## src/rtl/button_pkg.sv

```systemverilog
// Shared polarity constants and the counter-sizing helper for the button bank.
package button_pkg;

   localparam int BTN_ACTIVE_LOW  = 1;
   localparam int BTN_ACTIVE_HIGH = 0;

   function automatic int cnt_width(input int n);
      return $clog2(n + 1);
   endfunction

endpackage

```

## src/rtl/button_debounce.sv

```systemverilog
// One button channel: 2-flop synchroniser, stability-counter debounce, strobes and toggle.
// Optional hold counter and long_press strobe when BUTTON_BANK_LONG_EN is defined.
module button_debounce
   import button_pkg::*;
#(
   parameter int DEBOUNCE_CYCLES = 500000,
   parameter int LONG_CYCLES     = 50000000,
   parameter int ACTIVE_LOW      = BTN_ACTIVE_LOW,
   parameter bit TOGGLE_INIT     = 1'b0
) (
   input  logic clk,
   input  logic rst,
   input  logic btn_raw,
   output logic level,
   output logic press,
   output logic release_strb,
   output logic toggle
`ifdef BUTTON_BANK_LONG_EN
   ,
   output logic long_press
`endif
);

   localparam int            CW       = cnt_width(DEBOUNCE_CYCLES);
   localparam logic [CW-1:0] CNT_LAST = CW'(DEBOUNCE_CYCLES - 1);

   logic          pin_norm_s;
   logic          sync1_q, sync1_d;
   logic          sync2_q, sync2_d;
   logic [CW-1:0] cnt_q, cnt_d;
   logic          level_q, level_d;
   logic          press_q, press_d;
   logic          release_q, release_d;
   logic          toggle_q, toggle_d;

   // Normalise the pin so that 1 always means pressed before it enters the synchroniser.
   always_comb begin
      if (ACTIVE_LOW == BTN_ACTIVE_LOW) begin
         pin_norm_s = ~btn_raw;
      end else begin
         pin_norm_s = btn_raw;
      end
   end

   // Debounce: any cycle where the sample agrees with level restarts the stability count.
   always_comb begin
      sync1_d   = pin_norm_s;
      sync2_d   = sync1_q;
      cnt_d     = cnt_q;
      level_d   = level_q;
      press_d   = 1'b0;
      release_d = 1'b0;
      toggle_d  = toggle_q;
      if (sync2_q == level_q) begin
         cnt_d = {CW{1'b0}};
      end else if (cnt_q == CNT_LAST) begin
         cnt_d     = {CW{1'b0}};
         level_d   = sync2_q;
         press_d   = sync2_q;
         release_d = ~sync2_q;
         toggle_d  = toggle_q ^ sync2_q;
      end else begin
         cnt_d = cnt_q + CW'(1);
      end
   end

   // Channel state registers.
   always_ff @(posedge clk) begin
      if (rst) begin
         sync1_q   <= 1'b0;
         sync2_q   <= 1'b0;
         cnt_q     <= {CW{1'b0}};
         level_q   <= 1'b0;
         press_q   <= 1'b0;
         release_q <= 1'b0;
         toggle_q  <= TOGGLE_INIT;
      end else begin
         sync1_q   <= sync1_d;
         sync2_q   <= sync2_d;
         cnt_q     <= cnt_d;
         level_q   <= level_d;
         press_q   <= press_d;
         release_q <= release_d;
         toggle_q  <= toggle_d;
      end
   end

   assign level        = level_q;
   assign press        = press_q;
   assign release_strb = release_q;
   assign toggle       = toggle_q;

`ifdef BUTTON_BANK_LONG_EN
   localparam int            HW        = cnt_width(LONG_CYCLES);
   localparam logic [HW-1:0] HOLD_MAX  = HW'(LONG_CYCLES);
   localparam logic [HW-1:0] HOLD_FIRE = HW'(LONG_CYCLES - 1);

   logic [HW-1:0] hold_q, hold_d;
   logic          long_q, long_d;

   // Hold counter saturates at LONG_CYCLES, so the strobe fires once per press.
   always_comb begin
      hold_d = {HW{1'b0}};
      long_d = 1'b0;
      if (level_q) begin
         if (hold_q != HOLD_MAX) begin
            hold_d = hold_q + HW'(1);
         end else begin
            hold_d = hold_q;
         end
         long_d = (hold_q == HOLD_FIRE);
      end else begin
         hold_d = {HW{1'b0}};
         long_d = 1'b0;
      end
   end

   // Long-press registers.
   always_ff @(posedge clk) begin
      if (rst) begin
         hold_q <= {HW{1'b0}};
         long_q <= 1'b0;
      end else begin
         hold_q <= hold_d;
         long_q <= long_d;
      end
   end

   assign long_press = long_q;
`endif

endmodule

```

## src/rtl/button_bank.sv

```systemverilog
// Bank of N_CH independent debounced buttons plus a combinational all-pressed chord.
// "release" is a reserved word, so that strobe is named release_strb. Long press: BUTTON_BANK_LONG_EN.
module button_bank
   import button_pkg::*;
#(
   parameter int N_CH            = 2,
   parameter int DEBOUNCE_CYCLES = 500000,
   parameter int LONG_CYCLES     = 50000000,
   parameter int ACTIVE_LOW      = BTN_ACTIVE_LOW,
   parameter bit TOGGLE_INIT     = 1'b0
) (
   input  logic            clk,
   input  logic            rst,
   input  logic [N_CH-1:0] btn_raw,
   output logic [N_CH-1:0] level,
   output logic [N_CH-1:0] press,
   output logic [N_CH-1:0] release_strb,
   output logic [N_CH-1:0] toggle,
   output logic            all_pressed
`ifdef BUTTON_BANK_LONG_EN
   ,
   output logic [N_CH-1:0] long_press
`endif
);

   for (genvar i = 0; i < N_CH; i++) begin : g_ch
      button_debounce #(
         .DEBOUNCE_CYCLES (DEBOUNCE_CYCLES),
         .LONG_CYCLES     (LONG_CYCLES),
         .ACTIVE_LOW      (ACTIVE_LOW),
         .TOGGLE_INIT     (TOGGLE_INIT)
      ) u_ch (
         .clk          (clk),
         .rst          (rst),
         .btn_raw      (btn_raw[i]),
         .level        (level[i]),
         .press        (press[i]),
         .release_strb (release_strb[i]),
         .toggle       (toggle[i])
`ifdef BUTTON_BANK_LONG_EN
         ,
         .long_press   (long_press[i])
`endif
      );
   end

   assign all_pressed = &level;

endmodule
```

## config.mk

```make
export PLATFORM = sky130hd
export DESIGN_NAME = button_bank
export DESIGN_NICKNAME = d
export VERILOG_FILES = /design/src/rtl/button_pkg.sv /design/src/rtl/button_debounce.sv /design/src/rtl/button_bank.sv
export SDC_FILE = /design/constraint.sdc
export NUM_CORES = 1
export LEC_CHECK = 0
export CORE_MARGIN = 2
export CORE_UTILIZATION = 56
export CTS_CLUSTER_DIAMETER = 200
export DETAILED_ROUTE_END_ITERATION = 16
export PLACE_DENSITY = 0.74
export SLEW_MARGIN = 20
export SYNTH_ARGS = -nofsm -noshare
export SYNTH_HDL_FRONTEND = slang
export SYNTH_SLANG_ARGS = --single-unit
```

## constraint.sdc

```tcl
create_clock -name clk -period 4.3 [get_ports clk]
set_input_delay 0.43 -clock clk [delete_from_list [all_inputs] [get_ports clk]]
set_output_delay 0.43 -clock clk [all_outputs]
set_load 0.01 [all_outputs]
```

* Word level (Yosys, flattened, before mapping)
Cells that the tools add are included.
Cells by class: eq/ne operators 4, multiply operators 0, divide/modulo/power cells 0, magnitude comparators 0, add/subtract/negate cells 2, multiplexer cells 0, shift operators 0, bitwise logic cells 10, reductions and logical operators 7
Operators with widths (count):
- 19-bit by 1-bit adder with 19-bit output, second input constant | 2
- 19-bit == test, second input constant | 2
- 3-bit OR reduction | 4
- 1-bit NOT | 8
- 2-bit AND reduction | 3
- 1-bit == test | 2
- 1-bit bitwise XOR | 2
Word-level totals: register bits 50, RAM bits 0, output and inout bits 9, ROM bits 0, bits of input ports 4, bits in latches 0, memories 0

* Depth between registers and ports, before layout
Gate-level depths: netlist of the first run.
word-level depth 3, mapped depth 7, gate-level depth less buffers 5

* Cells and area by module
From an unflattened synthesis of the first run, not the netlist that was laid out.
Unflattened totals: cells, all modules 255, area total of the unflattened synthesis 2259.7 um^2
By module, submodules not included:
- button_debounce at g_ch[0].u_ch | seq. area each 500.5 um^2, area an instance 1137.3 um^2, cells each 130, times used 1
- button_debounce at g_ch[1].u_ch | seq. area each 500.5 um^2, area an instance 1116.1 um^2, cells each 124, times used 1
- button_bank | seq. area each 0.0 um^2, area an instance 6.3 um^2, cells each 1, times used 1

* Worst setup path before layout of the first run
No wires, ideal clock.
path kind register to register, from register g_ch[0].u_ch.cnt_q[0], to register g_ch[0].u_ch.cnt_q[1], path slack 2.690 ns, stages on the path, launching flop included 6, clock period less this slack 1.610 ns, path buffers 0, setup time 0.116 ns, data required time 4.184 ns, arrival time 1.493 ns, cells stage by stage dfxtp_1 ha_1 and4_1 nand4_1 or3b_1 and3_2
On the way: longest elaborated chain between the ends 2, elaborated cells on any way between the ends 3
RTL lines:
- from (decl) | line button_debounce.sv:30 | logic [CW-1:0] cnt_q, cnt_d;
- from (signal assigned) | line button_debounce.sv:72 | cnt_q <= {CW{1'b0}};
- from (signal assigned) | line button_debounce.sv:80 | cnt_q <= cnt_d;
- parallel branches: the longest is 2 deep, another holds 19-bit by 1-bit adder with 19-bit output
Parallel ways; which one is timed is not known. A chain may end at the register's enable or synchronous reset.

* Worst setup path after layout of the first run
from register g_ch[1].u_ch.cnt_q[0], to register g_ch[1].u_ch.cnt_q[8]
On the way: longest elaborated chain between the ends 2, elaborated cells on any way between the ends 3
RTL lines (line):
- from (decl) | button_debounce.sv:30
- from (signal assigned) | button_debounce.sv:72
- from (signal assigned) | button_debounce.sv:80
- parallel branches: the longest is 2 deep, another holds 19-bit by 1-bit adder with 19-bit output
Parallel ways; which one is timed is not known.

==> run_results.csv, run 1 <==
group,metric,value,unit
run_status,outcome,"finished clean",
die,die-width,68.31,microns
finish,area_delta_synth_final,7.725,%
grt,grt_pass1_wl,6713,microns
timing,fin_ws,2.314,ns
synth,synth_fp_nets,263,
timing,fin_crit_sh,46.19,%
clock_network,cts_hold_buf,0,
worst_setup_path,path_class,"flip-flop to flip-flop",
timing,rsz0062_at_grt,"no",
grt,grt-ovfl-total,0,
power,p_leak,0.7923,nW
grt,use_met1,21.59,%
power,ir_drop,0.2567,mV
placement,gp_congestion,0.7765,
timing,drv_slew,0,
detailed_routing,dr.pass1.iters,4,
synth,syn_inst,257,
clock_network,worst_skew_pair.late_latency,0.32,ns
grt,use_met2,34.10,%
finish,final_nets,262,
clock_network,post-cts-setup-buffers,0,
timing,fin_worst_skew,0.01068,ns
clock_network,tritoncts,"built",
synth,synth_top_family_by_area,"simple AND/OR/NAND/NOR gates",
worst_setup_path,end_kind,"flip-flop",
detailed_routing,drt_iter0_drc,112,
synth,syn_area_per_cell,9.012,sq um
synth,yosysMostFrequentCell,"dfxtp_1",
grt,grt_max_degree,19,
timing,fin_setup_tns,0,ns
synth,synth.distinct_cells,39,
synth,yosysWarnings,0,
worst_setup_path,worstSetupStartpointType,"flip-flop",
detailed_routing,drc,0,
detailed_routing,routed_wl,3943,microns
grt,busiest_layer,"met2",
grt,antenna_found_initial,0,
synth,synthMuxAreaShare,0.9184,%
timing,max_freq,0.5035,GHz
clock_network,clk_pin_slew_worst_paths,0.09,ns
placement,dp_slack,2.260,ns
timing,slew_headroom,56.57,%
synth,synth_area,2316,sq um
timing,setup_viol,0,
worst_hold_path,holdPathStages,1,
detailed_routing,num_vias,1734,
worst_setup_path,cp_num_cells,5,
synth,yosysTopAreaCell,"dfxtp_1",
timing,worstMarginPinSlew,0.6514,ns
clock_network,clockRootBuffer,"clkbuf_8",
run,drv_cap,0,
grt,grt_pass1_vias,1569,
timing,finalHoldViolations,0,
worst_setup_path,cp_num_buf_inv,0,
synth,synthArstFlopShare,0,%
detailed_routing,viasPerCell,5.648,
synth,synth-compound-area-share,5.348,%
placement,dp_hpwl,2759,microns
finish,drive_gt1_share,7.004,%
worst_setup_path,crit_path_max_fanout,16,
synth,synth_fa_ha_area_share,1.080,%
worst_setup_path,crit_chain,"ha_1, and4_1, nand4_1, o21ai_2, nor2_1",
synth,ys_top_cells_by_area,"dfxtp_1, nor2_1, xor2_1",
die,io_pins,13,
die,start_util,57.90,%
clock_network,h-tree-depth,2,
clock_network,cts.path.max_buffers,2,
timing,period_needed,1.986,ns
detailed_routing,wl_per_cell,12.84,microns
synth,yosysSeqAreaShare,43.22,%
clock_network,cts_resized,0,
die,placementRows,23,
grt,met3_usage,4.605,%
worst_setup_path,worstRegToRegCells,5,
worst_setup_path,required,4.49,ns
die,dieArea,4666,sq um
worst_setup_path,crit_path_max_incr_delay,0.59,ns
die,fp.dieH,68.31,microns
synth,synth-simple-area-share,32.96,%
worst_setup_path,crit_path_top_delay_cell,"o21ai_2",
grt,grt_usage,19.49,%
synth,synth-edff-count,0,
clock_network,cts_buffers,5,
detailed_routing,ant_nets,0,
synth,synth_common_cells,"dfxtp_1, nor2_1, xor2_1, nand2_1, xnor2_1",
synth,ys_ff_latch,50,
placement,numPortBuffers,12,
die,core_area,4000,sq um
synth,synth-xor-area-share,10.59,%
worst_hold_path,min_path_type,"flip-flop to flip-flop",
synth,synth-main-ff-cell,"dfxtp_1",
finish,finalCoreUtilization,62.37,%
power,power_density,331.7,nW/um^2
clock_network,cts_sinks,50,
worst_setup_path,cp_top_family,"simple AND/OR/NAND/NOR gates",
finish,diodes,0,
worst_setup_path,arrival,2.18,ns
synth,synth_top_cell_area_share,43.22,%
==> registers in the layout (all words and copies together) (netlist names) <==
| register | flops |
|---|---|
| g_ch.u_ch.cnt_q | 38 |
| g_ch.u_ch.level | 2 |
| g_ch.u_ch.press | 2 |
| g_ch.u_ch.release_strb | 2 |
| g_ch.u_ch.sync1_q | 2 |
| g_ch.u_ch.sync2_q | 2 |
| g_ch.u_ch.toggle | 2 |
==> path summary, 6_finish.rpt <==
kind                                          from                          endpoint  slack, ns
hold reg to reg   g_ch[1].u_ch.cnt_q[0]$_SDFF_PP0_  g_ch[1].u_ch.cnt_q[0]$_SDFF_PP0_       0.45
setup / recovery  g_ch[1].u_ch.cnt_q[0]$_SDFF_PP0_  g_ch[1].u_ch.cnt_q[8]$_SDFF_PP0_       2.31
hold / removal    g_ch[1].u_ch.cnt_q[0]$_SDFF_PP0_  g_ch[1].u_ch.cnt_q[0]$_SDFF_PP0_       0.45
setup reg to reg  g_ch[1].u_ch.cnt_q[0]$_SDFF_PP0_  g_ch[1].u_ch.cnt_q[8]$_SDFF_PP0_       2.31
==> cells in the final DEF, fill, tap and decap left out, types with 2 or more instances in the layout <==
master / count
o21ai_2: 2
a21oi_1: 9
and3_1: 5
nor2b_1: 4
nor4b_1: 4
o31ai_1: 2
nand4_4: 2
clkbuf_8: 6
and2_1: 4
xnor2_1: 13
or4_1: 2
nor2_1: 36
inv_1: 3
nor3_1: 10
nand2b_1: 4
or3_1: 5
clkdlybuf4s50_1: 12
dfxtp_1: 50
and4_1: 5
nor4b_2: 2
nor4_1: 7
nand2_1: 14
nand4_1: 11
ha_1: 2
xor2_1: 15
nand3_1: 11
o21ai_0: 6
==> power by group <==
group | internal [W] | switching (W)
Combinational | 0.00000476 | 0.00000677
Sequential | 0.000465 | 0.00000126
Clock | 0.000191 | 0.000159
==> area by class of cell <==
| cell class | count | area (sq um) |
|---|---|---|
| Fill cell | 359 | 1505 |
| Multi-Input combinational cell | 184 | 1179 |
| Sequential cell | 50 | 1001 |
| Timing Repair Buffer | 12 | 120.1 |
| Clock buffer | 6 | 82.58 |
| Tap cell | 50 | 62.56 |
| Clock inverter | 2 | 38.79 |
| Inverter | 3 | 11.26 |
==> kinds of logic after synthesis <==
logic type      Yosys count
compound gates           21
xor+xnor                 28
fa+ha+maj                 2
buf+inv                  23
flops                    50
mux                       2
simple gates            131
==> through the flow <==
step	power, W	hold WS [ns]	cell area (sq um)	std cells
floorplan	0.0004846	0.4129	2316	257
global placement	0.0004884	0.4181	2374	299
detailed placement	0.0004887	0.4354	2374	299
CTS	0.0008397	0.4532	2495	307
global route	0.0008614	0.4718	2495	307
finish	0.0008276	0.4456	2495	307
==> worst reg2reg max path, delay by kind of cell, from the launching register on <==
kind                       cells  cell delay (ns)
AOI/OAI and AO/OA              1             0.59
adders and majority gates      1             0.20
DFF                            1             0.36
and+or+nand+nor                3             0.71
==> routing by layer <==
layer  wire length [microns]  share of wire (%)
met1                    1835                 47
met2                    1920                 49
met3                      94                2.4
met4                      93                2.4
met5                       0                  0
(Power assumes the default switching activity.)
==> run 2: changes to the inputs <==
Clock period 4.3 ns to 1.96 ns, I/O delays scaled along.
==> run_results.csv, run 2 (synthesis results as in run 1) <==
group,metric,value,unit
placement,dp_slack,0.2132,ns
detailed_routing,dr.pass1.iters,4,
worst_setup_path,end_kind,"flip-flop",
timing,slew_headroom,74.37,%
worst_setup_path,required,2.16,ns
finish,regMostFlops,"g_ch.u_ch.cnt_q",
grt,antenna_found_initial,0,
grt,grt_usage,20.51,%
power,p_leak,0.8144,nW
grt,grt_pass1_vias,1684,
grt,grt_pass1_wl,7258,microns
finish,finalCoreUtilization,63.15,%
timing,fin_setup_tns,0,ns
die,die-width,68.31,microns
timing,finalHoldViolations,0,
die,start_util,57.90,%
finish,layout_commonest_cell,"dfxtp_1",
power,ir_drop,0.5283,mV
finish,final_cell_mix,"dfxtp_1, nor2_1, xor2_1",
detailed_routing,drt_iter0_drc,75,
placement,gp_congestion,0.7414,
clock_network,cts_resized,0,
run_status,outcome,"finished clean",
finish,area_delta_synth_final,9.076,%
timing,fin_crit_sh,90.84,%
clock_network,clk_pin_slew_worst_paths,0.08,ns
worst_setup_path,cp_top_family,"simple AND/OR/NAND/NOR gates",
placement,dp_hpwl,2946,microns
placement,numPortBuffers,12,
worst_setup_path,worstSetupStartpointType,"flip-flop",
clock_network,cts_hold_buf,0,
clock_network,clockRootBuffer,"clkbuf_8",
clock_network,post-cts-setup-buffers,0,
finish,drive_gt1_share,8.779,%
detailed_routing,routed_wl,4122,microns
worst_setup_path,crit_chain,"ha_1, and4_1, nand4_1, or3b_1, and3_2",
worst_setup_path,crit_path_max_fanout,4,
worst_setup_path,cp_num_buf_inv,0,
die,placementRows,23,
clock_network,h-tree-depth,2,
power,power_density,694.3,nW/um^2
grt,grt-ovfl-total,0,
timing,setup_viol,0,
worst_hold_path,min_path_type,"input port to flip-flop",
timing,drv_slew,0,
run,drv_cap,0,
detailed_routing,drc,0,
die,io_pins,13,
detailed_routing,viasPerCell,5.516,
timing,period_needed,1.781,ns
timing,max_freq,0.5616,GHz
worst_setup_path,crit_path_max_incr_delay,0.43,ns
worst_setup_path,arrival,1.98,ns
die,dieArea,4666,sq um
detailed_routing,num_vias,1721,
timing,worstMarginPinSlew,0.3833,ns
clock_network,worst_skew_pair.late_latency,0.30,ns
worst_setup_path,crit_path_top_delay_cell,"or3b_1",
clock_network,cts.path.max_buffers,2,
finish,largest_reg_flops,38,
finish,final_nets,268,
clock_network,tritoncts,"built",
detailed_routing,wl_per_cell,13.21,microns
finish,diodes,0,
timing,fin_ws,0.1795,ns
die,fp.dieH,68.31,microns
grt,grt_max_degree,17,
clock_network,cts_buffers,5,
clock_network,cts_sinks,50,
worst_setup_path,path_class,"flip-flop to flip-flop",
die,core_area,4000,sq um
timing,rsz0062_at_grt,"no",
timing,fin_worst_skew,0.009918,ns
detailed_routing,ant_nets,0,
[run 2: routing by layer]
layer | GRT usage, % | wire, microns
met1 | 24.49 | 1918
met2 | 35.56 | 2045
met3 | 5.921 | 130
met4 | 6.000 | 27
met5 | 0 | 0
[run 2: worst paths after layout]
kind,slack [ns],endpoint,cells after the start,start
setup / recovery,0.18,g_ch[0].u_ch.cnt_q[1]$_SDFF_PP0_,5,g_ch[0].u_ch.cnt_q[0]$_SDFF_PP0_
setup reg to reg,0.18,g_ch[0].u_ch.cnt_q[1]$_SDFF_PP0_,5,g_ch[0].u_ch.cnt_q[0]$_SDFF_PP0_
hold / removal,0.40,g_ch[0].u_ch.sync1_q$_SDFF_PP0_,2,btn_raw[0]
hold reg to reg,0.44,g_ch[0].u_ch.sync2_q$_SDFF_PP0_,1,g_ch[0].u_ch.sync1_q$_SDFF_PP0_
[run 2: cell type report]
type | instances | area, sq um
Tap cell | 50 | 62.56
Sequential cell | 50 | 1001
Clock buffer | 5 | 68.82
Fill cell | 342 | 1474
Clock inverter | 2 | 38.79
Multi-Input combinational cell | 184 | 1179
Timing Repair Buffer | 18 | 165.2
Inverter | 3 | 11.26
[run 2: report_power, final]
group | switching (W) | internal (W)
sequential | 0.00000300 | 0.00102
combinational | 0.0000159 | 0.0000130
clock | 0.000327 | 0.000375
[run 2: through the flow]
| stage | instance area [sq um] | total power (W) | hold slack [ns] | cells |
|---|---|---|---|---|
| finish | 2526 | 0.001754 | 0.4004 | 312 |
| floorplan | 2316 | 0.001063 | 0.2627 | 257 |
| CTS | 2526 | 0.001772 | 0.3982 | 312 |
| global route | 2526 | 0.001813 | 0.4186 | 312 |
| global placement | 2419 | 0.001075 | 0.4183 | 305 |
| detailed placement | 2419 | 0.001076 | 0.4303 | 305 |
==> run 3: changes to the inputs <==
Settings changed: CORE_UTILIZATION 56 to 58, PLACE_DENSITY 0.74 to 0.77, RECOVER_POWER from default to 50.
==> run_results.csv, run 3 (synthesis results as in run 1) <==
group,metric,value,unit
grt,antenna_found_initial,0,
worst_setup_path,required,2.18,ns
clock_network,clockRootBuffer,"clkbuf_8",
grt,grt_pass1_wl,6824,microns
detailed_routing,routed_wl,3961,microns
detailed_routing,num_vias,1771,
timing,slew_headroom,75.67,%
run_status,outcome,"finished clean",
clock_network,cts_sinks,50,
finish,regArea,1001,sq um
worst_setup_path,path_class,"flip-flop to flip-flop",
clock_network,worst_skew_pair.late_latency,0.30,ns
detailed_routing,viasPerCell,5.658,
finish,final_cells,313,
worst_setup_path,worstSetupStartpointType,"flip-flop",
grt,grt_pass1_vias,1538,
timing,max_freq,0.5638,GHz
grt,grt-ovfl-total,0,
finish,layout_commonest_cell,"dfxtp_1",
power,ir_drop,0.4991,mV
power,power_density,700.7,nW/um^2
timing,fin_crit_sh,90.50,%
finish,final_nets,270,
timing,fin_worst_skew,0.004791,ns
finish,diodes,0,
finish,multi_input_area,1175,sq um
clock_network,cts_resized,0,
worst_setup_path,r2r-start,"g_ch[0].u_ch.cnt_q[0]$_SDFF_PP0_",
worst_setup_path,endpoint,"g_ch[0].u_ch.release_strb$_SDFF_PP0_",
clock_network,clk_pin_slew_worst_paths,0.09,ns
run,drv_cap,0,
die,placementRows,22,
finish,largest_reg_flops,38,
finish,final_cell_mix,"dfxtp_1, nor2_1, xor2_1",
clock_network,h-tree-depth,2,
placement,dp_cells,305,
clock_network,cts.path.max_buffers,2,
grt,grt_max_degree,17,
timing,fin_setup_tns,0,ns
finish,drive_gt1_share,8.302,%
clock_network,post-cts-setup-buffers,0,
timing,rsz0062_at_grt,"no",
worst_setup_path,timing.rr.end,"g_ch[0].u_ch.release_strb$_SDFF_PP0_",
worst_setup_path,arrival,1.99,ns
worst_setup_path,worstRegToRegCells,5,
finish,area_delta_synth_final,9.130,%
die,die-width,67.19,microns
timing,setup_viol,0,
detailed_routing,ant_nets,0,
placement,numPortBuffers,12,
die,io_pins,13,
worst_setup_path,r2r_setup_slack,0.19,ns
grt,grt_usage,20.28,%
placement,dp_hpwl,2856,microns
clock_network,cts_hold_buf,0,
timing,drv_slew,0,
die,fp.dieH,67.19,microns
worst_setup_path,crit_path_max_fanout,4,
timing,finalHoldViolations,0,
detailed_routing,drc,0,
die,start_util,61.86,%
die,dieArea,4515,sq um
clock_network,cts_buffers,5,
worst_setup_path,crit_start,"g_ch[0].u_ch.cnt_q[0]$_SDFF_PP0_",
power,p_leak,0.8408,nW
finish,nFillCells,308,
worst_hold_path,min_path_type,"input port to flip-flop",
timing,worstMarginPinSlew,0.3616,ns
worst_setup_path,end_kind,"flip-flop",
clock_network,tritoncts,"built",
timing,period_needed,1.774,ns
die,core_area,3744,sq um
detailed_routing,wl_per_cell,12.65,microns
detailed_routing,drt_iter0_drc,87,
placement,gp_congestion,0.8352,
detailed_routing,dr.pass1.iters,5,
finish,regMostFlops,"g_ch.u_ch.cnt_q",
## run 3: cell types whose count changed in the layout (fill, tap and decap cells not counted), sizes merged
cell and delta:
clkdlybuf4s50 -10, dlygate4sd3 +10, clkinv -1, clkbuf +4, clkinvlp +2, buf -2
## run 3: per-stage QoR
step / hold slack, ns / util [%] / setup WS (ns) / total power, W / cell area [sq um]
detailed placement: 0.4293 / 64.94 / 0.2037 / 0.001077 / 2431
global route: 0.3880 / 67.51 / 0.06226 / 0.001846 / 2527
global placement: 0.4192 / 64.94 / 0.2815 / 0.001077 / 2431
floorplan: 0.2627 / - / 0.3502 / 0.001063 / 2316
finish: 0.3905 / 67.51 / 0.1862 / 0.001771 / 2527
CTS: 0.3822 / 67.98 / 0.1986 / 0.001791 / 2545
## run 3: area by class of cell
| type | instances | share of cell area (%) |
|---|---|---|
| Clock buffer | 5 | 2.723 |
| Clock inverter | 3 | 1.782 |
| Inverter | 3 | 0.4455 |
| Multi-Input combinational cell | 184 | 46.49 |
| Sequential cell | 50 | 39.60 |
| Tap cell | 48 | 2.376 |
| Timing Repair Buffer | 20 | 6.584 |
## run 3: routing by layer
metal | track usage (%) | vias to the layer above | wire, microns
met4 | 7.908 | 0 | 56
met5 | 0 | - | 0
li1 | - | 910 | -
met2 | 30.07 | 27 | 1761
met1 | 27.38 | 828 | 1993
met3 | 6.667 | 6 | 150
## run 3: worst min-delay path by stage
stage	slack, ns	depth (start not counted)	end	start
global placement	0.42	1	g_ch[0].u_ch.sync2_q$_SDFF_PP0_	g_ch[0].u_ch.sync1_q$_SDFF_PP0_
floorplan	0.26	1	g_ch[0].u_ch.sync1_q$_SDFF_PP0_	btn_raw[0]
CTS	0.38	2	g_ch[0].u_ch.sync1_q$_SDFF_PP0_	btn_raw[0]
finish	0.39	2	g_ch[0].u_ch.sync1_q$_SDFF_PP0_	btn_raw[0]
global route	0.39	2	g_ch[1].u_ch.sync1_q$_SDFF_PP0_	btn_raw[1]
detailed placement	0.43	1	g_ch[1].u_ch.sync2_q$_SDFF_PP0_	g_ch[1].u_ch.sync1_q$_SDFF_PP0_
## run 3: worst max-delay path, cell delays in order (launching register included)
cell,delay (ns)
dfxtp_1,0.39
ha_1,0.24
and4_1,0.29
nand4_1,0.11
or3b_1,0.44
nor4_1,0.23
## run 3: where the power goes
group / switching [W] / total [W] / internal, W
clock network: 0.000341 / 0.000721 / 0.000379
logic: 0.0000156 / 0.0000274 / 0.0000119
registers: 0.00000272 / 0.00102 / 0.00102
